===== config.mk =====
export PLATFORM = sky130hd
export DESIGN_NAME = scanline_pos_ctrl
export DESIGN_NICKNAME = d
export VERILOG_FILES = /design/src/rtl/scanline_pos_ctrl.sv
export SDC_FILE = /design/constraint.sdc
export NUM_CORES = 1
export LEC_CHECK = 0
export ABC_AREA = 0
export BUFFER_PORTS_ARGS = -buffer_cell sky130_fd_sc_hd__buf_2
export CORE_MARGIN = 2
export CORE_UTILIZATION = 60
export DETAILED_ROUTE_END_ITERATION = 8
export PLACE_DENSITY = 0.91
export SLEW_MARGIN = 30
export SYNTH_ARGS = -nofsm -noshare
export SYNTH_HDL_FRONTEND = slang
export SYNTH_SLANG_ARGS = --single-unit

===== constraint.sdc =====
create_clock -name VCLK_i -period 6.55 [get_ports VCLK_i]
set_input_delay 1.31 -clock VCLK_i [delete_from_list [all_inputs] [get_ports VCLK_i]]
set_output_delay 1.31 -clock VCLK_i [all_outputs]
set_load 0.05 [all_outputs]

===== src/rtl/scanline_pos_ctrl.sv =====
// Scanline position sequencer: a vertical phase accumulator that produces per-line scanline controls.
// Building with SCANLINE_POS_INTERLACE_EN adds a half-line phase shift on odd fields.
module scanline_pos_ctrl #(
    parameter int LINE_CNT_W = 11
) (
    input  logic                  VCLK_i,
    input  logic                  VRST_i,
    input  logic                  HSYNC_i,
    input  logic                  VSYNC_i,
    input  logic                  DE_i,
    input  logic                  sl_en_i,
    input  logic                  sl_thickness_i,
    input  logic [7:0]            sl_strength_i,
    input  logic [15:0]           sl_phase_inc_i,
    input  logic [7:0]            sl_phase_ofs_i,
    output logic                  sl_en_o,
    output logic                  sl_thickness_o,
    output logic [7:0]            sl_strength_o,
    output logic [7:0]            sl_rel_pos_o,
    output logic [LINE_CNT_W-1:0] src_line_o,
    output logic                  new_src_line_o
);

    typedef enum logic [1:0] {
        WAIT_FRAME = 2'd0,
        VBLANK     = 2'd1,
        ACTIVE     = 2'd2
    } state_e;

    state_e                  state_q, state_d;
    logic                    vsync_q, de_q;
    logic                    en_sh_q, en_sh_d;
    logic                    thick_q, thick_d;
    logic [7:0]              str_q, str_d;
    logic [15:0]             inc_q, inc_d;
    logic [15:0]             phase_q, phase_d;
    logic [LINE_CNT_W-1:0]   src_q, src_d;
    logic                    pulse_q, pulse_d;
    logic [7:0]              rel_q, rel_d;
    logic                    sl_en_q, sl_en_d;
    logic                    vs_fall_s, de_rise_s, de_fall_s, line_end_s;
    logic [16:0]             sum_s;
    logic [15:0]             phase_init_s;
`ifdef SCANLINE_POS_INTERLACE_EN
    logic                    field_q, field_d;
`endif

    // Line centre is half an increment past the line's starting phase; inc == 0 parks it mid-line.
    function automatic logic [7:0] rel_pos(input logic [15:0] ph, input logic [15:0] inc);
        if (inc == 16'h0000) begin
            rel_pos = 8'h80;
        end else begin
            rel_pos = 8'((ph + {1'b0, inc[15:1]}) >> 4'd8);
        end
    endfunction

    assign vs_fall_s  = vsync_q & ~VSYNC_i;
    assign de_rise_s  = DE_i & ~de_q & HSYNC_i;
    assign de_fall_s  = de_q & ~DE_i;
    assign line_end_s = de_fall_s & (state_q == ACTIVE) & ~vs_fall_s;
    assign sum_s      = {1'b0, phase_q} + {1'b0, inc_q};

`ifdef SCANLINE_POS_INTERLACE_EN
    assign phase_init_s = {sl_phase_ofs_i, 8'h00}
                        + (field_q ? {1'b0, sl_phase_inc_i[15:1]} : 16'h0000);
`else
    assign phase_init_s = {sl_phase_ofs_i, 8'h00};
`endif

    // Next-state: frame/line sequencing, config shadowing and phase accumulation.
    always_comb begin
        state_d = state_q;
        en_sh_d = en_sh_q;
        thick_d = thick_q;
        str_d   = str_q;
        inc_d   = inc_q;
        phase_d = phase_q;
        src_d   = src_q;
        pulse_d = 1'b0;
        rel_d   = rel_q;
        sl_en_d = sl_en_q;
`ifdef SCANLINE_POS_INTERLACE_EN
        field_d = field_q;
`endif
        case (state_q)
            WAIT_FRAME: if (vs_fall_s) state_d = VBLANK; else state_d = WAIT_FRAME;
            VBLANK:     if (vs_fall_s) state_d = VBLANK; else if (de_rise_s) state_d = ACTIVE; else state_d = VBLANK;
            ACTIVE:     if (vs_fall_s) state_d = VBLANK; else state_d = ACTIVE;
            default:    state_d = WAIT_FRAME;
        endcase

        // Frame start wins over a line end landing on the same cycle.
        if (vs_fall_s) begin
            en_sh_d = sl_en_i;
            thick_d = sl_thickness_i;
            str_d   = sl_strength_i;
            inc_d   = sl_phase_inc_i;
            phase_d = phase_init_s;
            src_d   = {LINE_CNT_W{1'b0}};
`ifdef SCANLINE_POS_INTERLACE_EN
            field_d = ~field_q;
`endif
        end else if (line_end_s) begin
            phase_d = sum_s[15:0];
            if (sum_s[16]) begin
                pulse_d = 1'b1;
                if (src_q != {LINE_CNT_W{1'b1}}) begin
                    src_d = src_q + {{(LINE_CNT_W-1){1'b0}}, 1'b1};
                end else begin
                    src_d = src_q;
                end
            end else begin
                pulse_d = 1'b0;
            end
        end else begin
            phase_d = phase_q;
        end

        if (vs_fall_s || line_end_s) begin
            rel_d   = rel_pos(phase_d, inc_d);
            sl_en_d = en_sh_d & (inc_d != 16'h0000) & (state_d != WAIT_FRAME);
        end else begin
            rel_d   = rel_q;
        end
    end

    // State, edge-detect history, shadows and registered outputs.
    always_ff @(posedge VCLK_i or posedge VRST_i) begin
        if (VRST_i) begin
            state_q <= WAIT_FRAME;
            vsync_q <= 1'b1;
            de_q    <= 1'b0;
            en_sh_q <= 1'b0;
            thick_q <= 1'b0;
            str_q   <= 8'h00;
            inc_q   <= 16'h0000;
            phase_q <= 16'h0000;
            src_q   <= {LINE_CNT_W{1'b0}};
            pulse_q <= 1'b0;
            rel_q   <= 8'h80;
            sl_en_q <= 1'b0;
        end else begin
            state_q <= state_d;
            vsync_q <= VSYNC_i;
            de_q    <= DE_i;
            en_sh_q <= en_sh_d;
            thick_q <= thick_d;
            str_q   <= str_d;
            inc_q   <= inc_d;
            phase_q <= phase_d;
            src_q   <= src_d;
            pulse_q <= pulse_d;
            rel_q   <= rel_d;
            sl_en_q <= sl_en_d;
        end
    end

`ifdef SCANLINE_POS_INTERLACE_EN
    // Field parity register.
    always_ff @(posedge VCLK_i or posedge VRST_i) begin
        if (VRST_i) begin
            field_q <= 1'b0;
        end else begin
            field_q <= field_d;
        end
    end
`endif

    assign sl_en_o        = sl_en_q;
    assign sl_thickness_o = thick_q;
    assign sl_strength_o  = str_q;
    assign sl_rel_pos_o   = rel_q;
    assign src_line_o     = src_q;
    assign new_src_line_o = pulse_q;

endmodule


# ---- Yosys cells after proc, flatten, opt, wreduce, memory -nomap -nowiden
# Index checks and enable logic that the tools add are counted.
dict set report totals {
  register_bits 67
  inputBits 39
  output_inout_bits 30
  wordCells 56
}
dict set report op_classes {
  addsub 3
  eq_ne 3
  muxes 17
  bitwise_logic 12
  n_reduce_logical 9
}
# operator n
set ops {}
lappend ops {{16-bit 2-to-1 mux} 3}
lappend ops {{11-bit 2-to-1 mux} 4}
lappend ops {{16-bit by 16-bit adder with 17-bit output} 1}
lappend ops {{16-bit by 15-bit adder with 16-bit output} 1}
lappend ops {{16-bit logical NOT} 1}
lappend ops {{16-bit nonzero test} 1}
lappend ops {{11-bit by 1-bit adder with 11-bit output (second input constant)} 1}
lappend ops {{11-bit inequality test (second input constant)} 1}
lappend ops {{1-bit AND} 8}
lappend ops {{8-bit 2-to-1 mux} 1}
lappend ops {{2-bit nonzero test} 4}
lappend ops {{2-bit 2-to-1 mux} 3}
lappend ops {{2-bit case mux with 3 select lines} 1}
lappend ops {{1-bit 2-to-1 mux} 5}
lappend ops {{1-bit NOT} 4}
lappend ops {{3-bit AND reduction} 1}
lappend ops {{2-bit by 1-bit equality test with 1-bit output (second input constant)} 1}
lappend ops {{2-bit equality test (second input constant)} 1}
lappend ops {{2-bit logical NOT} 1}
lappend ops {{1-bit logical OR} 1}

# ---- Longest topological paths before layout
dict set report logic_depth {
  word_depth 8
  depth_mapped 20
  ltp_nobuf 20
}

# ---- Worst setup path before layout
# No wires, ideal clock.
dict set report synth_timing {
  kind {input -> register}
  start {in VSYNC_i}
  end {reg rel_q[7] (netlist: sl_rel_pos_o[7])}
  setup_time_ns 0.097
  t_arrival_ns 4.476
  required_time_ns 6.453
  path_slack_ns 1.977
  cell_stages 15
  path_cell_list {nor2b_1 -> buf_2 -> buf_1 -> clkbuf_1 -> clkbuf_1 -> a211oi_1 -> ha_1 -> a21o_1 -> a21o_1 -> nor3_1 -> a21oi_1 -> a2111oi_1 -> nand2b_1 -> mux2i_1 -> nor4_1}
}
dict set report synth_between {
  elab_chain_len 8
  word_cells_on_any_way 11
  cone_classes {add/sub (1); mux (4); bitwise (4); reduce/logical (2)}
}
# element line_no
set synth_rtl {}
lappend synth_rtl {{start, declared} 9} ;# input logic VSYNC_i,
lappend synth_rtl {{1-bit NOT (*)} 57} ;# assign vs_fall_s = vsync_q & ~VSYNC_i;
lappend synth_rtl {{1-bit AND (*)} 57}
lappend synth_rtl {{1-bit NOT} 60} ;# assign line_end_s = de_fall_s & (state_q == ACTIVE) & ~vs_fall_s;
lappend synth_rtl {{1-bit AND} 60}
lappend synth_rtl {{16-bit 2-to-1 mux} 103} ;# end else if (line_end_s) begin
lappend synth_rtl {{16-bit 2-to-1 mux (*)} 93} ;# if (vs_fall_s) begin
lappend synth_rtl {{net phase_d[7]} 36} ;# logic [15:0] phase_q, phase_d;
lappend synth_rtl {{16-bit by 15-bit adder with 16-bit output (*)} 53} ;# rel_pos = 8'((ph + {1'b0, inc[15:1]}) >> 4'd8);
lappend synth_rtl {{8-bit 2-to-1 mux (*)} 50} ;# if (inc == 16'h0000) begin
lappend synth_rtl {{end signal, assigned} 153} ;# rel_q <= rel_d;
lappend synth_rtl {{end, declared} 39} ;# logic [7:0] rel_q, rel_d;
# The timed path passes the listed nets; every way through them passes the cells marked *.
# A chain may end at the register's enable or synchronous reset.

# ---- Final worst setup path
dict set report layout_timing {
  start {reg inc_q[1]}
  end {reg rel_q[7] (netlist: sl_rel_pos_o[7])}
}
dict set report layout_between {
  elab_chain_len 5
  word_cells_on_any_way 7
  cone_classes {add/sub (2); mux (4); reduce/logical (1)}
}
# element line_no
set layout_rtl {}
lappend layout_rtl {{start, declared} 35} ;# logic [15:0] inc_q, inc_d;
lappend layout_rtl {{start signal, assigned} 149} ;# inc_q <= inc_d;
lappend layout_rtl {{16-bit by 16-bit adder with 17-bit output} 61} ;# assign sum_s = {1'b0, phase_q} + {1'b0, inc_q};
lappend layout_rtl {{16-bit 2-to-1 mux} 103}
lappend layout_rtl {{16-bit 2-to-1 mux} 93}
lappend layout_rtl {{net phase_d[11]} 36}
lappend layout_rtl {{16-bit by 15-bit adder with 16-bit output} 53}
lappend layout_rtl {{8-bit 2-to-1 mux} 50}
# The timed path passes the listed nets, and every way through them passes these cells.

==> Flow_metrics.wiki <==
{| class="wikitable"
! Metric !! Value
|-
| Result of the run || completed
|-
| Worst-path cell with the longest stage delay || a2111oi_1
|-
| Setup crit start kind || flip-flop
|-
| Wire length per cell || 16.8 um
|-
| Max Transition Viols Final || 0
|-
| Vias in the first global route || 3702
|-
| Net count after synthesis || 525
|-
| Drt initial violations || about 220
|-
| CTS root buffer || clkbuf_8
|-
| DR DRC count || 0
|-
| Routed vias || about 3800
|-
| Most common cell after layout, fill and taps aside || buf_2
|-
| Placement Rows || 30
|-
| Highest cell delay on the worst timing path || 0.60 ns
|-
| Area Overhead vs Synth || 15.0%
|-
| Number of buffers added for setup after CTS || 0
|-
| Worst path arrival time || 5.06 ns
|-
| Endpoint required time on the critical path || 6.81 ns
|-
| Avg Cell Area, Syn || 9.09 um^2
|-
| Starting utilization of the core area || 0.612
|-
| Worst path bufs/invs || 0
|-
| Source-to-sink clock delay at the later pin of the worst-skew pair || 0.35 ns
|-
| CP Cell Sequence || ha_1, a211oi_1, o21ai_0, o31ai_1, o21ai_0, a21oi_1, xnor2_1, nand2_1, a31oi_1, ha_1, a21oi_1, nor2b_1, o21a_1, o21a_1, a2111oi_1, nand2b_1, mux2i_1, nor4_1
|-
| Area of the die || 7530 um^2
|-
| Wire length of the first global-routing pass || ~17000 um
|-
| Flip-flop and latch area || 1680 um^2
|-
| Initial antenna violation count || 0
|-
| Max Cap Violations || 0
|-
| Die Span Y || 86.8 um
|-
| Port Buffers || 68
|-
| EDFF count, synth || 0
|-
| Detailed Routing Iterations Pass 1 || 5
|-
| Synthesized cell area || approximately 4100 um^2
|-
| Number of warnings reported in the yosys synthesis log || 0
|-
| Setup skew after layout || ~0.013 ns
|-
| Post-synthesis instance total || 452
|-
| Multi-input gate area || 2260 um^2
|-
| Power per unit of standard cell area || 275 nW/um^2
|-
| Flop and latch count out of synthesis || between 60 and 70
|-
| Number of sinks on the clock net || 67
|-
| Pin count of the biggest net entering global routing || 68
|-
| Critical Setup Path Class || flip-flop to flip-flop
|-
| Period minus WS final || 4.80 ns
|-
| Setup repair after global routing missed its margin || false
|-
| Boundary pin count || 69
|-
| Clock buffer depth || 2
|-
| Fraction of final layout cells sized beyond drive strength 1 || 0.184
|-
| Routability Congestion || 1.00
|-
| Sequential area share after synthesis || 0.409
|-
| Final number of hold-violating endpoints || 0
|-
| Nets@finish || 594
|-
| Overall track demand over capacity in global routing || 0.286
|-
| Share of the clock period used by the worst path after layout || 0.732
|-
| H-tree level count || 3
|-
| Overall routed net length || between 10000 and 15000 um
|-
| Max transition margin || 0.404
|-
| Highest ir drop seen on vdd || between 0.2 and 0.25 mV
|-
| Min-Delay Path Class || flip-flop to flip-flop
|-
| Final setup viols || 0
|-
| Final cell utilization of the core || 0.703
|-
| Top library cells by usage in the layout, fill and taps aside || 68 x buf_2, 65 x dfrtp_1, 63 x nand2_1
|-
| TritonCTS clock tree || built
|-
| Netlist cell types || 55
|-
| Reg clk slew, reported paths || approximately 0.080 ns
|-
| Total clock buffers created by CTS || 9
|-
| Maximum clock frequency || about 210 MHz
|-
| Sum of negative setup slack || 0 ns
|-
| Maximum net fanout on the critical path || 4
|-
| Area inside the core boundary || 6720 um^2
|-
| Hold buffer count at cts || 0
|-
| Setup crit end kind || flip-flop
|-
| Routed Antenna Nets || 0
|-
| CTS resizes || 0
|-
| # fillers || 518
|-
| Proportion of register bits with asynchronous set or reset after synthesis || 1.00
|-
| Total congestion overflow || 0
|-
| Number of antenna cells inserted || 0
|-
| Die width || 86.8 um
|-
| Static power due to leakage || approximately 2.4 nW
|-
| Top delay family on crit path || compound AO/OA/AOI/OAI gates
|-
| Post-DP HPWL || 7540 um
|-
| Transition time of the tightest slew-check pin || 0.892 ns
|-
| Vias per std cell || 6.23
|-
| Main synth FF type || dfrtp_1
|}
==> path summary, 6_finish.rpt <==
| kind | from | to | slack (ns) | cells past startpoint |
|---|---|---|---|---|
| max in group asynchronous | VRST_i | inc_q[6] | 4.80 | 3 |
| min in group asynchronous | VRST_i | sl_strength_o[2] | 1.20 | 3 |
| max reg2reg | inc_q[1] | sl_rel_pos_o[7] | 1.75 | 18 |
| min | sl_strength_o[6] | sl_strength_o[6] | 0.47 | 2 |
| min reg2reg | sl_strength_o[6] | sl_strength_o[6] | 0.47 | 2 |
| max | inc_q[1] | sl_rel_pos_o[7] | 1.75 | 18 |
==> metal layers <==
layer,routed length [um],up-vias,global-route usage,share of wire
met2,4950,165,0.464,0.48
li1,-,1758,-,-
met3,617,34,0.0581,0.060
met1,4310,1820,0.372,0.42
met5,0,-,0,0
met4,320,0,0.126,0.031
==> kinds of logic (layout without fill, tap and decap cells) <==
logic type | Yosys count | count (layout) | synth area share
AND/OR/NAND/NOR | 162 | 162 | 0.193
AO/OA/AOI/OAI | 112 | 112 | 0.177
flip-flops | 67 | 67 | 0.409
buffers and inverters | 46 | 120 | 0.0441
adder cells (fa/ha/maj) | 34 | 34 | 0.105
multiplexers | 19 | 19 | 0.0463
XOR/XNOR | 12 | 12 | 0.0256
==> tightest hold or removal path, cell delays in order (launching register included) <==
cell and delay (ns):
dfrtp_1 0.34, nand2_1 0.05, nand2_1 0.05
==> sequential cells by signal, summed over array words and instances, names as in the netlist <==
name / cells
en_sh_q: 1
sl_rel_pos_o: 8
vsync_q: 1
sl_en_o: 1
new_src_line_o: 1
de_q: 1
inc_q: 16
phase_q: 16
src_line_o: 11
state_q: 2
sl_strength_o: 8
sl_thickness_o: 1
==> cells in the mapped netlist (7+ instances only) <==
cell type	number	area [um^2]
dfrtp_1	65	1630
nand2_1	63	236
a21oi_1	42	210
ha_1	33	413
inv_1	29	109
nor2_1	25	93.8
mux2i_1	19	190
nand3_1	14	70.1
o21ai_0	12	60.1
clkbuf_1	11	41.3
and3_1	9	56.3
nor3_1	8	40.0
or3_1	8	50.1
xnor2_1	8	70.1
a21o_1	7	52.6
==> per-stage QoR <==
| stage | power, mW | hold slack [ns] | worst slack (ns) | cells | instance area, um^2 |
|---|---|---|---|---|---|
| 2_1_floorplan | 0.854 | 0.441 | 1.98 | 452 | 4110 |
| 3_3_place_gp | 0.945 | 0.452 | 1.76 | 590 | 4540 |
| 3_5_place_dp | 0.965 | 0.458 | 1.56 | 590 | 4540 |
| 4_1_cts | 1.30 | 0.476 | 1.81 | 606 | 4720 |
| 5_1_grt | 1.37 | 0.510 | 1.32 | 606 | 4730 |
| 6_report | 1.30 | 0.474 | 1.75 | 606 | 4730 |
==> final cells by class <==
class	count	area share
inverter	29	0.0230
tap	80	0.0212
clock inverter	5	0.0114
timing repair buffer	75	0.0831
clock buffer	11	0.0278
sequential	67	0.355
multi-input combinational	339	0.478
==> where the power goes <==
group	total, mW	internal [mW]	switching (mW)
clock network	0.331	0.175	0.156
registers	0.500	0.467	0.0328
logic	0.470	0.162	0.308
total	1.30	0.804	0.497
Note: power is estimated with default switching activity, not from simulation.
